[src/rtl/xps2_rx.sv]
// PS/2 receive front end with scan-code prefix decoding and an event FIFO.
// Ports:
//   clk, rst      system clock and synchronous active-low reset
//   ps2_clk/data  asynchronous PS/2 lines (synchronized and glitch-filtered here)
//   ev_data       FIFO head event {ext, brk, code[7:0]}, valid while ev_valid
//   ev_valid      FIFO non-empty
//   ev_ready      consumer pop strobe (pop when ev_valid & ev_ready)
//   ovf           sticky overflow flag (event dropped on a full FIFO)
//   err_cnt       saturating count of bad or timed-out frames
//   clr           clears ovf and err_cnt
module xps2_rx #(
  parameter int unsigned FIFO_AW  = 3,
  parameter int unsigned FILT_LEN = 4,
  parameter int unsigned TIMEOUT  = 5000
) (
  input  logic       clk,
  input  logic       rst,
  input  logic       ps2_clk,
  input  logic       ps2_data,
  output logic [9:0] ev_data,
  output logic       ev_valid,
  input  logic       ev_ready,
  output logic       ovf,
  output logic [7:0] err_cnt,
  input  logic       clr
);

  localparam int unsigned DEPTH = 1 << FIFO_AW;
  localparam int unsigned CW    = FIFO_AW + 1;
  localparam int unsigned FCW   = (FILT_LEN > 1) ? $clog2(FILT_LEN) : 1;
  localparam int unsigned TCW   = $clog2(TIMEOUT + 1);

  typedef enum logic [1:0] {S_IDLE, S_RECV, S_CHECK} state_t;

  // ---------------------------------------------------------------
  // Line conditioning: index 0 = ps2_clk, index 1 = ps2_data
  // ---------------------------------------------------------------
  logic [1:0]     sync1, sync2, filt;
  logic [FCW-1:0] fcnt [2];
  logic           clk_prev;

  // 2-flop synchronizer followed by a level-hold filter
  always_ff @(posedge clk) begin
    if (!rst) begin
      sync1    <= 2'b11;
      sync2    <= 2'b11;
      filt     <= 2'b11;
      clk_prev <= 1'b1;
      fcnt[0]  <= '0;
      fcnt[1]  <= '0;
    end else begin
      sync1    <= {ps2_data, ps2_clk};
      sync2    <= sync1;
      clk_prev <= filt[0];
      for (int i = 0; i < 2; i++) begin
        if (sync2[i] == filt[i]) begin
          fcnt[i] <= '0;
        end else if (fcnt[i] == FCW'(FILT_LEN - 1)) begin
          filt[i] <= sync2[i];
          fcnt[i] <= '0;
        end else begin
          fcnt[i] <= fcnt[i] + FCW'(1);
        end
      end
    end
  end

  logic sample, sbit;
  assign sample = clk_prev & ~filt[0];
  assign sbit   = filt[1];

  // ---------------------------------------------------------------
  // Frame FSM
  // ---------------------------------------------------------------
  state_t         state_q, state_d;
  logic [3:0]     bit_cnt;
  logic [TCW-1:0] tcnt;
  logic [9:0]     shreg;       // {stop, parity, data[7:0]} after 10 samples
  logic           ext_pend, brk_pend;
  logic           start, shift_en, timeout, accept, reject, push;
  logic [9:0]     push_data;

  always_ff @(posedge clk) begin
    if (!rst) state_q <= S_IDLE;
    else      state_q <= state_d;
  end

  // Next state and per-cycle control strobes
  always_comb begin
    state_d  = state_q;
    start    = 1'b0;
    shift_en = 1'b0;
    timeout  = 1'b0;
    accept   = 1'b0;
    reject   = 1'b0;
    push     = 1'b0;
    case (state_q)
      S_IDLE: begin
        if (sample && !sbit) begin
          start   = 1'b1;
          state_d = S_RECV;
        end
      end
      S_RECV: begin
        if (sample) begin
          shift_en = 1'b1;
          if (bit_cnt == 4'd9) state_d = S_CHECK;
        end else if (tcnt == TCW'(TIMEOUT - 1)) begin
          timeout = 1'b1;
          state_d = S_IDLE;
        end
      end
      S_CHECK: begin
        state_d = S_IDLE;
        // odd parity over data+parity, and a high stop bit
        if ((^shreg[8:0]) && shreg[9]) begin
          accept = 1'b1;
          push   = (shreg[7:0] != 8'hE0) && (shreg[7:0] != 8'hF0);
        end else begin
          reject = 1'b1;
        end
      end
      default: state_d = S_IDLE;
    endcase
  end

  assign push_data = {ext_pend, brk_pend, shreg[7:0]};

  // ---------------------------------------------------------------
  // FIFO control
  // ---------------------------------------------------------------
  logic [9:0]         mem [DEPTH];
  logic [FIFO_AW-1:0] wr_ptr, rd_ptr, rd_next;
  logic [CW-1:0]      count, count_next;
  logic               full, do_push, do_pop;
  logic [9:0]         head_d;

  // Next-pointer/occupancy and the head word visible after this edge
  always_comb begin
    full       = (count == CW'(DEPTH));
    do_pop     = ev_valid & ev_ready;
    do_push    = push & (~full | do_pop);
    rd_next    = do_pop ? rd_ptr + FIFO_AW'(1) : rd_ptr;
    count_next = count + CW'(do_push) - CW'(do_pop);
    // a word written this cycle into the next head slot bypasses the array
    head_d     = (do_push && (wr_ptr == rd_next)) ? push_data : mem[rd_next];
  end

  always_ff @(posedge clk) begin
    if (do_push) mem[wr_ptr] <= push_data;
  end

  // Datapath: frame shifting, counters, prefix flags, status and FIFO state
  always_ff @(posedge clk) begin
    if (!rst) begin
      bit_cnt  <= '0;
      tcnt     <= '0;
      shreg    <= '0;
      ext_pend <= 1'b0;
      brk_pend <= 1'b0;
      err_cnt  <= '0;
      ovf      <= 1'b0;
      wr_ptr   <= '0;
      rd_ptr   <= '0;
      count    <= '0;
      ev_valid <= 1'b0;
      ev_data  <= '0;
    end else begin
      if (start) begin
        bit_cnt <= '0;
        tcnt    <= '0;
      end else if (shift_en) begin
        shreg   <= {sbit, shreg[9:1]};
        bit_cnt <= bit_cnt + 4'd1;
        tcnt    <= '0;
      end else if (state_q == S_RECV) begin
        tcnt    <= tcnt + TCW'(1);
      end

      if (accept) begin
        if (shreg[7:0] == 8'hE0) begin
          ext_pend <= 1'b1;
        end else if (shreg[7:0] == 8'hF0) begin
          brk_pend <= 1'b1;
        end else begin
          ext_pend <= 1'b0;
          brk_pend <= 1'b0;
        end
      end else if (reject) begin
        ext_pend <= 1'b0;
        brk_pend <= 1'b0;
      end

      if (clr)                                      err_cnt <= '0;
      else if ((reject || timeout) && err_cnt != 8'hFF) err_cnt <= err_cnt + 8'd1;

      if (clr)                          ovf <= 1'b0;
      else if (push && full && !do_pop) ovf <= 1'b1;

      if (do_push) wr_ptr <= wr_ptr + FIFO_AW'(1);
      rd_ptr   <= rd_next;
      count    <= count_next;
      ev_valid <= (count_next != '0);
      ev_data  <= (count_next != '0) ? head_d : 10'd0;
    end
  end

endmodule

[config.mk]
export PLATFORM = sky130hd
export DESIGN_NAME = xps2_rx
export DESIGN_NICKNAME = d
export VERILOG_FILES = /design/src/rtl/xps2_rx.sv
export SDC_FILE = /design/constraint.sdc
export NUM_CORES = 1
export LEC_CHECK = 0
export BUFFER_PORTS_ARGS = -buffer_cell sky130_fd_sc_hd__buf_2
export CAP_MARGIN = 5
export CORE_ASPECT_RATIO = 0.7
export CORE_MARGIN = 1.5
export CORE_UTILIZATION = 30
export DETAILED_ROUTE_END_ITERATION = 8
export PLACE_DENSITY = 0.5
export SLEW_MARGIN = 10
export SYNTH_ARGS = -nofsm -noshare
export SYNTH_HDL_FRONTEND = slang
export SYNTH_SLANG_ARGS = --single-unit
export TNS_END_PERCENT = 100
[constraint.sdc]
create_clock -name clk -period 4.98 [get_ports clk]
set_clock_uncertainty 0.1 [all_clocks]
set_input_delay 1.245 -clock clk [delete_from_list [all_inputs] [get_ports clk]]
set_output_delay 1.245 -clock clk [all_outputs]
set_load 0.02 [all_outputs]
==> reports/metrics.cfg, run 1 <==
[clocking]
cts.sinks=152
clkSlewWorstSetupHoldPaths_ps=60
cts_buffers=17
clk_latency_ps=410
clockRootBuffer=sky130_fd_sc_hd__clkbuf_16
cts_resized=0
htreeDepth=4
tritoncts=done
cts_hold_buffers=0
clock_path_buffers=2
cts_setup_buffers=0

[yosys]
post_synth.cell_area_avg_um2=13.6
synth-edff-count=84
ys_warn_count=0
synthCells=510
synth_sequential_area_ratio_pct=56.2
synth.top_cell.area_share_pct=36.5
synth_ff_type=sky130_fd_sc_hd__edfxtp_1
synth_cell_type_count=55
synth_area_mm2=0.00691
synth_top_area_cell=sky130_fd_sc_hd__edfxtp_1
share_of_async_settable_or_async_resettable_flops_after_synthesis_pct=0
synth.area.top_cells=sky130_fd_sc_hd__edfxtp_1, sky130_fd_sc_hd__dfxtp_1, sky130_fd_sc_hd__mux4_2, sky130_fd_sc_hd__ha_1, sky130_fd_sc_hd__nand2_1
synth_seq_cells=152

[worst_setup_path]
worstPathRequired_ps=5240
critPathMaxStageDelay_ps=580
crit_slowest_cell=sky130_fd_sc_hd__dfxtp_1
timing.critical_path.arrival_ps=4430
worst_setup_path_start_kind=flip-flop
critical_path.max_fanout=12
crit_chain=inv_1, ha_1, xnor2_1, xnor3_2, and2_2, nand2b_1, o21ai_0, ha_1, inv_1, fa_1, xnor2_1, o41ai_1, buf_4, nor2b_1, a22o_1
cp-end-kind=flip-flop
top_cell_family_by_delay_on_the_critical_path=simple AND/OR/NAND/NOR gates
category_of_the_critical_setup_timing_path=flip-flop to flip-flop
number_of_buffers_and_inverters_on_the_critical_path=3

[route]
wl_per_cell_um=17.5
vias=4222
antenna_violating_nets_remaining=0
detailed_routing_iteration_count_for_the_pre_antenna_repair_pass=4
route.detailed.drc=0
routed_wirelength_mm=15.1
initialDrtViolationCount=219
via_per_inst=4.87

[die]
fp.coreArea_mm2=0.0226
die_area_mm2=0.0240
num_io_pins=26
placementRows=46
dieWidth_um=184
die_h_um=130
start_util_pct=30.6

[layout]
areaGrowthSynthToFinish_pct=16.3
fin_nets=566
fillCellCount=2162
antenna_cells=0
final_layout_size_suffix_gt1_share_pct=22.5

[placed_design]
gp_routability_congestion=0.783
io_buffer_count=25
dpl.hpwl_mm=9.96

[worst_hold_path]
hold_class=flip-flop to flip-flop

[global_routing]
grt_first_pass_wirelength_mm=23.7
antenna_found_initial=0
grtUsageTotal_pct=13.5
number_of_global_route_vias_before_repair=4139
maximum_number_of_pins_on_one_net_before_global_route_repair=44
grt_overflow=0

[timing]
period_share_pct=83.6
finalHoldViolations=0
report.final.slew_viol_count=0
rsz0062_at_grt=false
max_clock_freq_ghz=0.240
setup_viol_count_final=0
post-route-min-period_ps=4160
slew_headroom_pct=24.7
setup_total_negative_slack_ps=0
max_slew.worst_pin.slew_ps=1120
worst_hold_slack_ps=312

[power_and_ir_drop]
total_leakage_power_uw=0.00276
pwr_density_cell_mw_per_mm2=409
vdd.ir_drop.worst_uv=250

[outcome]
status=completed

[run]
maxCapViolCount=0

## flip-flops by register name, indices dropped and copies added, names as in the netlist, 4 cells and up
name	cells
tcnt	13
mem	80
shreg	10
bit_cnt	4
count	4
err_cnt	8
fcnt	4
ev_data	10
## synth_stat cells, drive strengths merged (2+ instances only)
library cell and count:
ha 17, inv 13, edfxtp 84, dfxtp 68
a22o 9, and4b 3, nand2 44, and3 4
nand3 12, nand4 8, nor2b 8, or3 7
a211oi 2, nand2b 14, clkbuf 15, mux2i 8
and2 7, nor3 5, xnor2 11, mux4 46
or4 2, nor3b 2, a31o 2, a21oi 13
nor2 28, buf 12, nor4bb 2, xor2 16
o21ai 11, nor4b 4, o31ai 4, o22ai 2
a21boi 12
## worst register-to-register path: stages, from the launching register on
cell and delay [ps]:
sky130_fd_sc_hd__dfxtp_1 580, sky130_fd_sc_hd__inv_1 90, sky130_fd_sc_hd__ha_1 290, sky130_fd_sc_hd__xnor2_1 200
sky130_fd_sc_hd__xnor3_2 430, sky130_fd_sc_hd__and2_2 220, sky130_fd_sc_hd__nand2b_1 180, sky130_fd_sc_hd__o21ai_0 100
sky130_fd_sc_hd__ha_1 200, sky130_fd_sc_hd__inv_1 50, sky130_fd_sc_hd__fa_1 370, sky130_fd_sc_hd__xnor2_1 210
sky130_fd_sc_hd__o41ai_1 100, sky130_fd_sc_hd__buf_4 170, sky130_fd_sc_hd__nor2b_1 560, sky130_fd_sc_hd__a22o_1 250
## cell type report
class | instances | area, um^2 | area share, %
flip-flops and latches | 152 | 3880 | 48.3
clock inverters | 13 | 145 | 1.80
clock buffers | 19 | 443 | 5.51
inverters | 13 | 48.8 | 0.607
well taps | 312 | 390 | 4.85
multi-input cells | 321 | 2910 | 36.2
repair buffers | 37 | 215 | 2.68
## power breakdown
part           switching (uW)  internal, uW  leakage (uW)
sequential               27.8          1370       0.00137
clock                     519           756      0.000292
combinational             327           294       0.00109
## cell families (layout without fill, tap and decap cells)
| kind of cell | Yosys count | in the layout | synth area share, % |
|---|---|---|---|
| simple gates | 154 | 154 | 11.7 |
| flops | 152 | 152 | 56.2 |
| compound gates | 63 | 63 | 6.32 |
| mux | 54 | 54 | 16.1 |
| buf+inv | 40 | 82 | 2.46 |
| xor+xnor | 28 | 28 | 3.77 |
| fa+ha+maj | 18 | 18 | 3.37 |
| other cells | 1 | 4 | 0.0543 |
## per-stage QoR
step                      total power, uW  cell area, um^2  setup slack (ps)  util, %  std cells
after floorplan                      1890             6920               974        -        513
after global placement               2040             7450               740     33.0        835
after detailed placement             2050             7450               566     33.0        835
after CTS                            3340             8040               824     35.6        867
after global routing                 3440             8040               535     35.6        867
final                                3290             8040               815     35.6        867
## cells in the final DEF, fill, tap and decap left out, types with 13 or more instances in the layout
master and count:
sky130_fd_sc_hd__edfxtp_1 84, sky130_fd_sc_hd__dfxtp_1 67, sky130_fd_sc_hd__mux4_2 46, sky130_fd_sc_hd__nand2_1 44, sky130_fd_sc_hd__nor2_1 28, sky130_fd_sc_hd__buf_2 25, sky130_fd_sc_hd__ha_1 17, sky130_fd_sc_hd__clkbuf_16 17
sky130_fd_sc_hd__xor2_1 16, sky130_fd_sc_hd__nand2b_1 14, sky130_fd_sc_hd__inv_1 13
## per-layer routing
metal	up-vias	GRT usage [%]	routed length, um
met5	-	0	0
met4	0	3.76	136
met3	11	3.40	709
met2	65	20.5	6810
met1	2145	19.1	7480
li1	2001	-	-
## worst paths after layout
path	startpoint	endpoint	slack, ps	depth (start not counted)
hold / removal	sync1[1]	sync2[1]	310	1
hold reg to reg	sync1[1]	sync2[1]	310	1
setup reg to reg	shreg[1]	ev_data[0]	820	15
setup / recovery	shreg[1]	ev_data[0]	820	15
(Power assumes the default switching activity.)
==> run 2, diff against run 1 <==
Settings changed: PLACE_DENSITY 0.5 to 0.51.
Clock period 4.98 ns to 3.6 ns, I/O delays scaled along.
==> reports/metrics.cfg, run 2 (synthesis gave the netlist of run 1 again) <==
[worst_setup_path]
category_of_the_critical_setup_timing_path=flip-flop to flip-flop
critical_path.max_fanout=9  ; -3
worstPathRequired_ps=3810  ; -1430 ps
timing.critical_path.arrival_ps=3690  ; -740 ps
cp-end-kind=flip-flop
worst_setup_path_start_kind=flip-flop

[layout]
fin_nets=585  ; +3.4%
layout.cells.most_common=sky130_fd_sc_hd__edfxtp_1
antenna_cells=0  ; unchanged
largestRegisters=mem x80, tcnt x13
final_layout_size_suffix_gt1_share_pct=28.0  ; +5.5 points
top_register=mem
largest_reg_flops=80  ; unchanged
final_cell_area_mm2=0.00831  ; +3.4%
areaGrowthSynthToFinish_pct=20.3
fin_cells=886  ; +2.2%
leading_cell_types_in_the_layout_fill_and_taps_excluded=sky130_fd_sc_hd__edfxtp_1, sky130_fd_sc_hd__dfxtp_1, sky130_fd_sc_hd__mux4_2

[clocking]
clockRootBuffer=sky130_fd_sc_hd__clkbuf_16
clkSlewWorstSetupHoldPaths_ps=70  ; about the same
cts.sinks=152  ; unchanged
cts_hold_buffers=0  ; unchanged
cts_buffers=17  ; unchanged
tritoncts=done
clk_latency_ps=410  ; about the same
clock_path_buffers=2  ; unchanged
htreeDepth=4  ; unchanged

[die]
num_io_pins=26  ; unchanged
dieWidth_um=184  ; unchanged
die_area_mm2=0.0240  ; unchanged
die_h_um=130  ; unchanged
fp.coreArea_mm2=0.0226  ; unchanged
placementRows=46  ; unchanged
start_util_pct=30.6  ; unchanged

[timing]
max_clock_freq_ghz=0.288  ; +20%
finalHoldViolations=0  ; unchanged
report.final.slew_viol_count=0  ; unchanged
post-route-min-period_ps=3480  ; -688 ps
slew_headroom_pct=43.7  ; +19 points
max_slew.worst_pin.slew_ps=839  ; -286 ps
setup_viol_count_final=0  ; unchanged
period_share_pct=96.6  ; +13 points

[route]
antenna_violating_nets_remaining=0  ; unchanged
detailed_routing_iteration_count_for_the_pre_antenna_repair_pass=4  ; unchanged
route.detailed.drc=0  ; unchanged
wl_per_cell_um=17.2  ; -1.5%
vias=4338  ; +2.7%
routed_wirelength_mm=15.2  ; +0.67%
initialDrtViolationCount=315  ; +44%
via_per_inst=4.90  ; +0.54%

[power_and_ir_drop]
total_leakage_power_uw=0.00288  ; +4.7%
finalPower_uw=4780  ; +45%
pwr_density_cell_mw_per_mm2=575  ; +41%
vdd.ir_drop.worst_uv=327  ; +31%

[worst_hold_path]
hold_class=flip-flop to flip-flop

[global_routing]
grt_first_pass_wirelength_mm=24.6  ; +3.5%
number_of_global_route_vias_before_repair=4395  ; +6.2%
maximum_number_of_pins_on_one_net_before_global_route_repair=44  ; unchanged
grtUsageTotal_pct=13.7  ; +0.19 points
grt_overflow=0  ; unchanged
antenna_found_initial=0  ; unchanged

[placed_design]
dpl.hpwl_mm=10.2  ; +2.4%
place_area_mm2=0.00760  ; +2.0%
io_buffer_count=25  ; unchanged
gp_routability_congestion=0.732  ; -6.6%
placedCellCount=854  ; +2.3%

[outcome]
status=completed

[run]
maxCapViolCount=0  ; unchanged

run 2: final timing paths:
check | start | endpoint | slack (ps) | cells past startpoint
worst max register to register | shreg[4] | ev_data[2] | 120 | 15
worst min-delay path | sync1[0] | sync2[0] | 320 | 1
worst min register to register | sync1[0] | sync2[0] | 320 | 1
worst max-delay path | shreg[4] | ev_data[2] | 120 | 15
run 2: metal layers:
layer | GRT usage [%] | wire length [um]
met1 | 19.8 | 7720
met2 | 21.0 | 6900
met5 | 0 | 0
met4 | 3.04 | 101
met3 | 2.96 | 514
run 2: layout make-up:
| type | instances | area (um^2) |
|---|---|---|
| fillers | 2161 | 14300 |
| flip-flops and latches | 152 | 3890 |
| multi-input cells | 321 | 2980 |
| clock buffers | 17 | 425 |
| well taps | 312 | 390 |
| repair buffers | 56 | 370 |
| clock inverters | 15 | 210 |
| inverters | 13 | 48.8 |
run 2: critical path: stages, from the launching register on:
cell and delay [ps]:
sky130_fd_sc_hd__dfxtp_2 330, sky130_fd_sc_hd__inv_1 60, sky130_fd_sc_hd__ha_4 250, sky130_fd_sc_hd__xnor2_2 190, sky130_fd_sc_hd__xnor3_2 370, sky130_fd_sc_hd__and2_2 190, sky130_fd_sc_hd__nand2b_4 140, sky130_fd_sc_hd__o21ai_2 60
sky130_fd_sc_hd__ha_2 190, sky130_fd_sc_hd__inv_1 50, sky130_fd_sc_hd__fa_1 550, sky130_fd_sc_hd__inv_2 50, sky130_fd_sc_hd__o41ai_4 320, sky130_fd_sc_hd__buf_4 190, sky130_fd_sc_hd__nor2_4 60, sky130_fd_sc_hd__a22o_1 270
run 2: stage by stage:
| step | util [%] | setup WS [ps] | setup TNS, ps | hold WS (ps) |
|---|---|---|---|---|
| CTS | 36.4 | 1.45 | 0 | 318 |
| finish | 36.7 | 123 | 0 | 317 |
| global placement | 33.6 | 81.2 | 0 | 302 |
| floorplan | - | 36.5 | 0 | 286 |
| global route | 36.7 | -2.22 | -2.22 | 348 |
| detailed placement | 33.6 | -11.1 | -11.1 | 300 |
run 2: repair_timing:
item                       4_1_cts  5_1_grt
pin swaps                        2        9
gates resized for setup          1       15
buffers inserted                 0        1
setup endpoints to repair        5        9
run 2: where the power goes:
group | switching (uW) | total (uW) | leakage [uW] | internal (uW)
Sequential | 39.6 | 1930 | 0.00138 | 1890
Combinational | 490 | 937 | 0.00120 | 447
Clock | 787 | 1910 | 0.000306 | 1130
Total | 1320 | 4780 | 0.00288 | 3460
==> run 3, diff against run 2 <==
Settings changed: BUFFER_PORTS_ARGS -buffer_cell sky130_fd_sc_hd__buf_2 to -buffer_cell sky130_fd_sc_hd__buf_4.
==> reports/metrics.cfg, run 3 (synthesis gave the netlist of run 1 again) <==
[placed_design]
dpl.hpwl_mm=10.2  ; +0.14%
placedCellCount=854  ; unchanged
place_area_mm2=0.00765  ; +0.66%
gp_routability_congestion=0.799  ; +9.2%
io_buffer_count=25  ; unchanged

[die]
num_io_pins=26  ; unchanged
fp.coreArea_mm2=0.0226  ; unchanged
die_h_um=130  ; unchanged
start_util_pct=30.6  ; unchanged
die_area_mm2=0.0240  ; unchanged
placementRows=46  ; unchanged
dieWidth_um=184  ; unchanged

[global_routing]
antenna_found_initial=0  ; unchanged
grt_first_pass_wirelength_mm=24.2  ; -1.6%
maximum_number_of_pins_on_one_net_before_global_route_repair=41  ; -6.8%
grt_overflow=0  ; unchanged
number_of_global_route_vias_before_repair=4294  ; -2.3%
grtUsageTotal_pct=13.4  ; -0.26 points

[layout]
areaGrowthSynthToFinish_pct=21.3
register_area_mm2=0.00389  ; about the same
final_cell_area_mm2=0.00838  ; +0.83%
largestRegisters=mem x80, tcnt x13
fillCellCount=2133  ; -1.3%
leading_cell_types_in_the_layout_fill_and_taps_excluded=sky130_fd_sc_hd__edfxtp_1, sky130_fd_sc_hd__dfxtp_1, sky130_fd_sc_hd__buf_4
antenna_cells=0  ; unchanged
layout.cells.most_common=sky130_fd_sc_hd__edfxtp_1
fin_cells=889  ; +0.34%
top_register=mem
final_layout_size_suffix_gt1_share_pct=27.9  ; -0.15 points
area_taken_by_multi_input_logic_gates_mm2=0.00298  ; unchanged
largest_reg_flops=80  ; unchanged
fin_nets=588  ; +0.51%

[clocking]
cts_buffers=17  ; unchanged
cts_hold_buffers=0  ; unchanged
clock_path_buffers=2  ; unchanged
htreeDepth=4  ; unchanged
clk_latency_ps=420  ; about the same
tritoncts=done
cts.sinks=152  ; unchanged
clockRootBuffer=sky130_fd_sc_hd__clkbuf_16
clkSlewWorstSetupHoldPaths_ps=60  ; about the same

[route]
routed_wirelength_mm=15.3  ; +0.43%
route.detailed.drc=0  ; unchanged
detailed_routing_iteration_count_for_the_pre_antenna_repair_pass=5  ; +1
wl_per_cell_um=17.2  ; about the same
antenna_violating_nets_remaining=0  ; unchanged
via_per_inst=4.90  ; +0.17%
initialDrtViolationCount=306  ; -2.9%
vias=4360  ; +0.51%

[power_and_ir_drop]
combPwrFrac_pct=20.4  ; +0.8 points
finalPower_uw=4810  ; +0.66%
pwr_density_cell_mw_per_mm2=574  ; -0.16%
switching_power_uw=1320  ; about the same
p_int_uw=3490  ; +0.88%
switching_share_pct=27.4  ; -0.16 points
pwr-share-seq_pct=40.2  ; -0.2 points
vdd.ir_drop.worst_uv=353  ; +7.9%
total_leakage_power_uw=0.00291  ; +0.85%
clockPowerShare_pct=39.4  ; -0.6 points

[timing]
post-route-min-period_ps=3440  ; -37.8 ps
rsz0062_at_grt=false
setup_total_negative_slack_ps=0  ; unchanged
setup_viol_count_final=0  ; unchanged
worst_hold_slack_ps=308  ; -9.10 ps
max_clock_freq_ghz=0.291  ; +1.1%
slew_headroom_pct=66.4  ; +23 points
finalHoldViolations=0  ; unchanged
report.final.slew_viol_count=0  ; unchanged
max_slew.worst_pin.slew_ps=503  ; -335 ps
period_share_pct=95.5  ; -1.0 points

[worst_setup_path]
worstPathRequired_ps=3790  ; -20 ps
timing.critical_path.arrival_ps=3630  ; -60 ps
category_of_the_critical_setup_timing_path=flip-flop to flip-flop
cp-end-kind=flip-flop
reg2reg_setup_slack_ps=160  ; +40 ps
critical_path.max_fanout=3  ; -6
worst_setup_path_start_kind=flip-flop

[worst_hold_path]
hold_class=flip-flop to flip-flop

[run]
maxCapViolCount=0  ; unchanged

[outcome]
status=completed

-- run 3: cell count changes in the layout (fill, tap and decap cells not counted), sizes merged --
| cell | before | now |
|---|---|---|
| buf | 56 | 59 |
| clkinv | 2 | 4 |
| clkinvlp | 2 | 0 |
-- run 3: metal layers --
| layer | global-route usage, % | up-vias | share of wire, % |
|---|---|---|---|
| met3 | 3.15 | 15 | 3.8 |
| met5 | 0 | - | 0 |
| met1 | 19.1 | 2233 | 50 |
| met2 | 20.8 | 71 | 46 |
| met4 | 2.94 | 0 | 0.93 |
| li1 | - | 2041 | - |
-- run 3: repair_timing --
| item | in CTS | in global routing |
|---|---|---|
| setup buffers | 1 | 2 |
| setup endpoints to repair | 9 | 11 |
| pin swaps | 1 | 5 |
| gates resized for setup | 4 | 11 |
-- run 3: metrics by stage --
stage / util (%) / setup WS [ps]
6_report: 37.1 / 161
3_3_place_gp: 33.8 / 53.1
3_5_place_dp: 33.8 / -125
2_1_floorplan: - / 36.5
5_1_grt: 37.1 / 25.4
4_1_cts: 36.7 / 24.1
-- run 3: worst max-delay path: stages (launching register included) --
cell and delay, ps:
sky130_fd_sc_hd__dfxtp_2 320, sky130_fd_sc_hd__inv_1 60, sky130_fd_sc_hd__ha_4 260, sky130_fd_sc_hd__xnor2_4 170, sky130_fd_sc_hd__xnor3_2 370, sky130_fd_sc_hd__and2_4 160, sky130_fd_sc_hd__nand2b_4 140, sky130_fd_sc_hd__o21ai_2 60
sky130_fd_sc_hd__ha_2 180, sky130_fd_sc_hd__inv_1 50, sky130_fd_sc_hd__fa_1 400, sky130_fd_sc_hd__xnor2_1 320, sky130_fd_sc_hd__o41ai_4 120, sky130_fd_sc_hd__buf_4 180, sky130_fd_sc_hd__buf_4 140, sky130_fd_sc_hd__a211oi_1 280
-- run 3: power groups by stage --
stage               sequential, uW  combinational, uW  clock (uW)
finish                        1930                980        1900
global route                  1940               1060        2010
CTS                           1940                965        1940
detailed placement            1970                943           0
global placement              1970                924           0
floorplan                     2010                635           0
-- run 3: path summary, 6_finish.rpt --
kind,cells after the start,endpoint,start
setup / recovery,15,ev_data[3],shreg[4]
hold / removal,1,sync2[0],sync1[0]
setup reg to reg,15,ev_data[3],shreg[4]
hold reg to reg,1,sync2[0],sync1[0]
-- run 3: layout make-up --
class	instances	share of cell area, %
tap	312	4.66
timing repair buffer	59	5.29
multi-input combinational	321	35.5
clock inverter	15	2.48
clock buffer	17	5.08
sequential	152	46.4
inverter	13	0.582
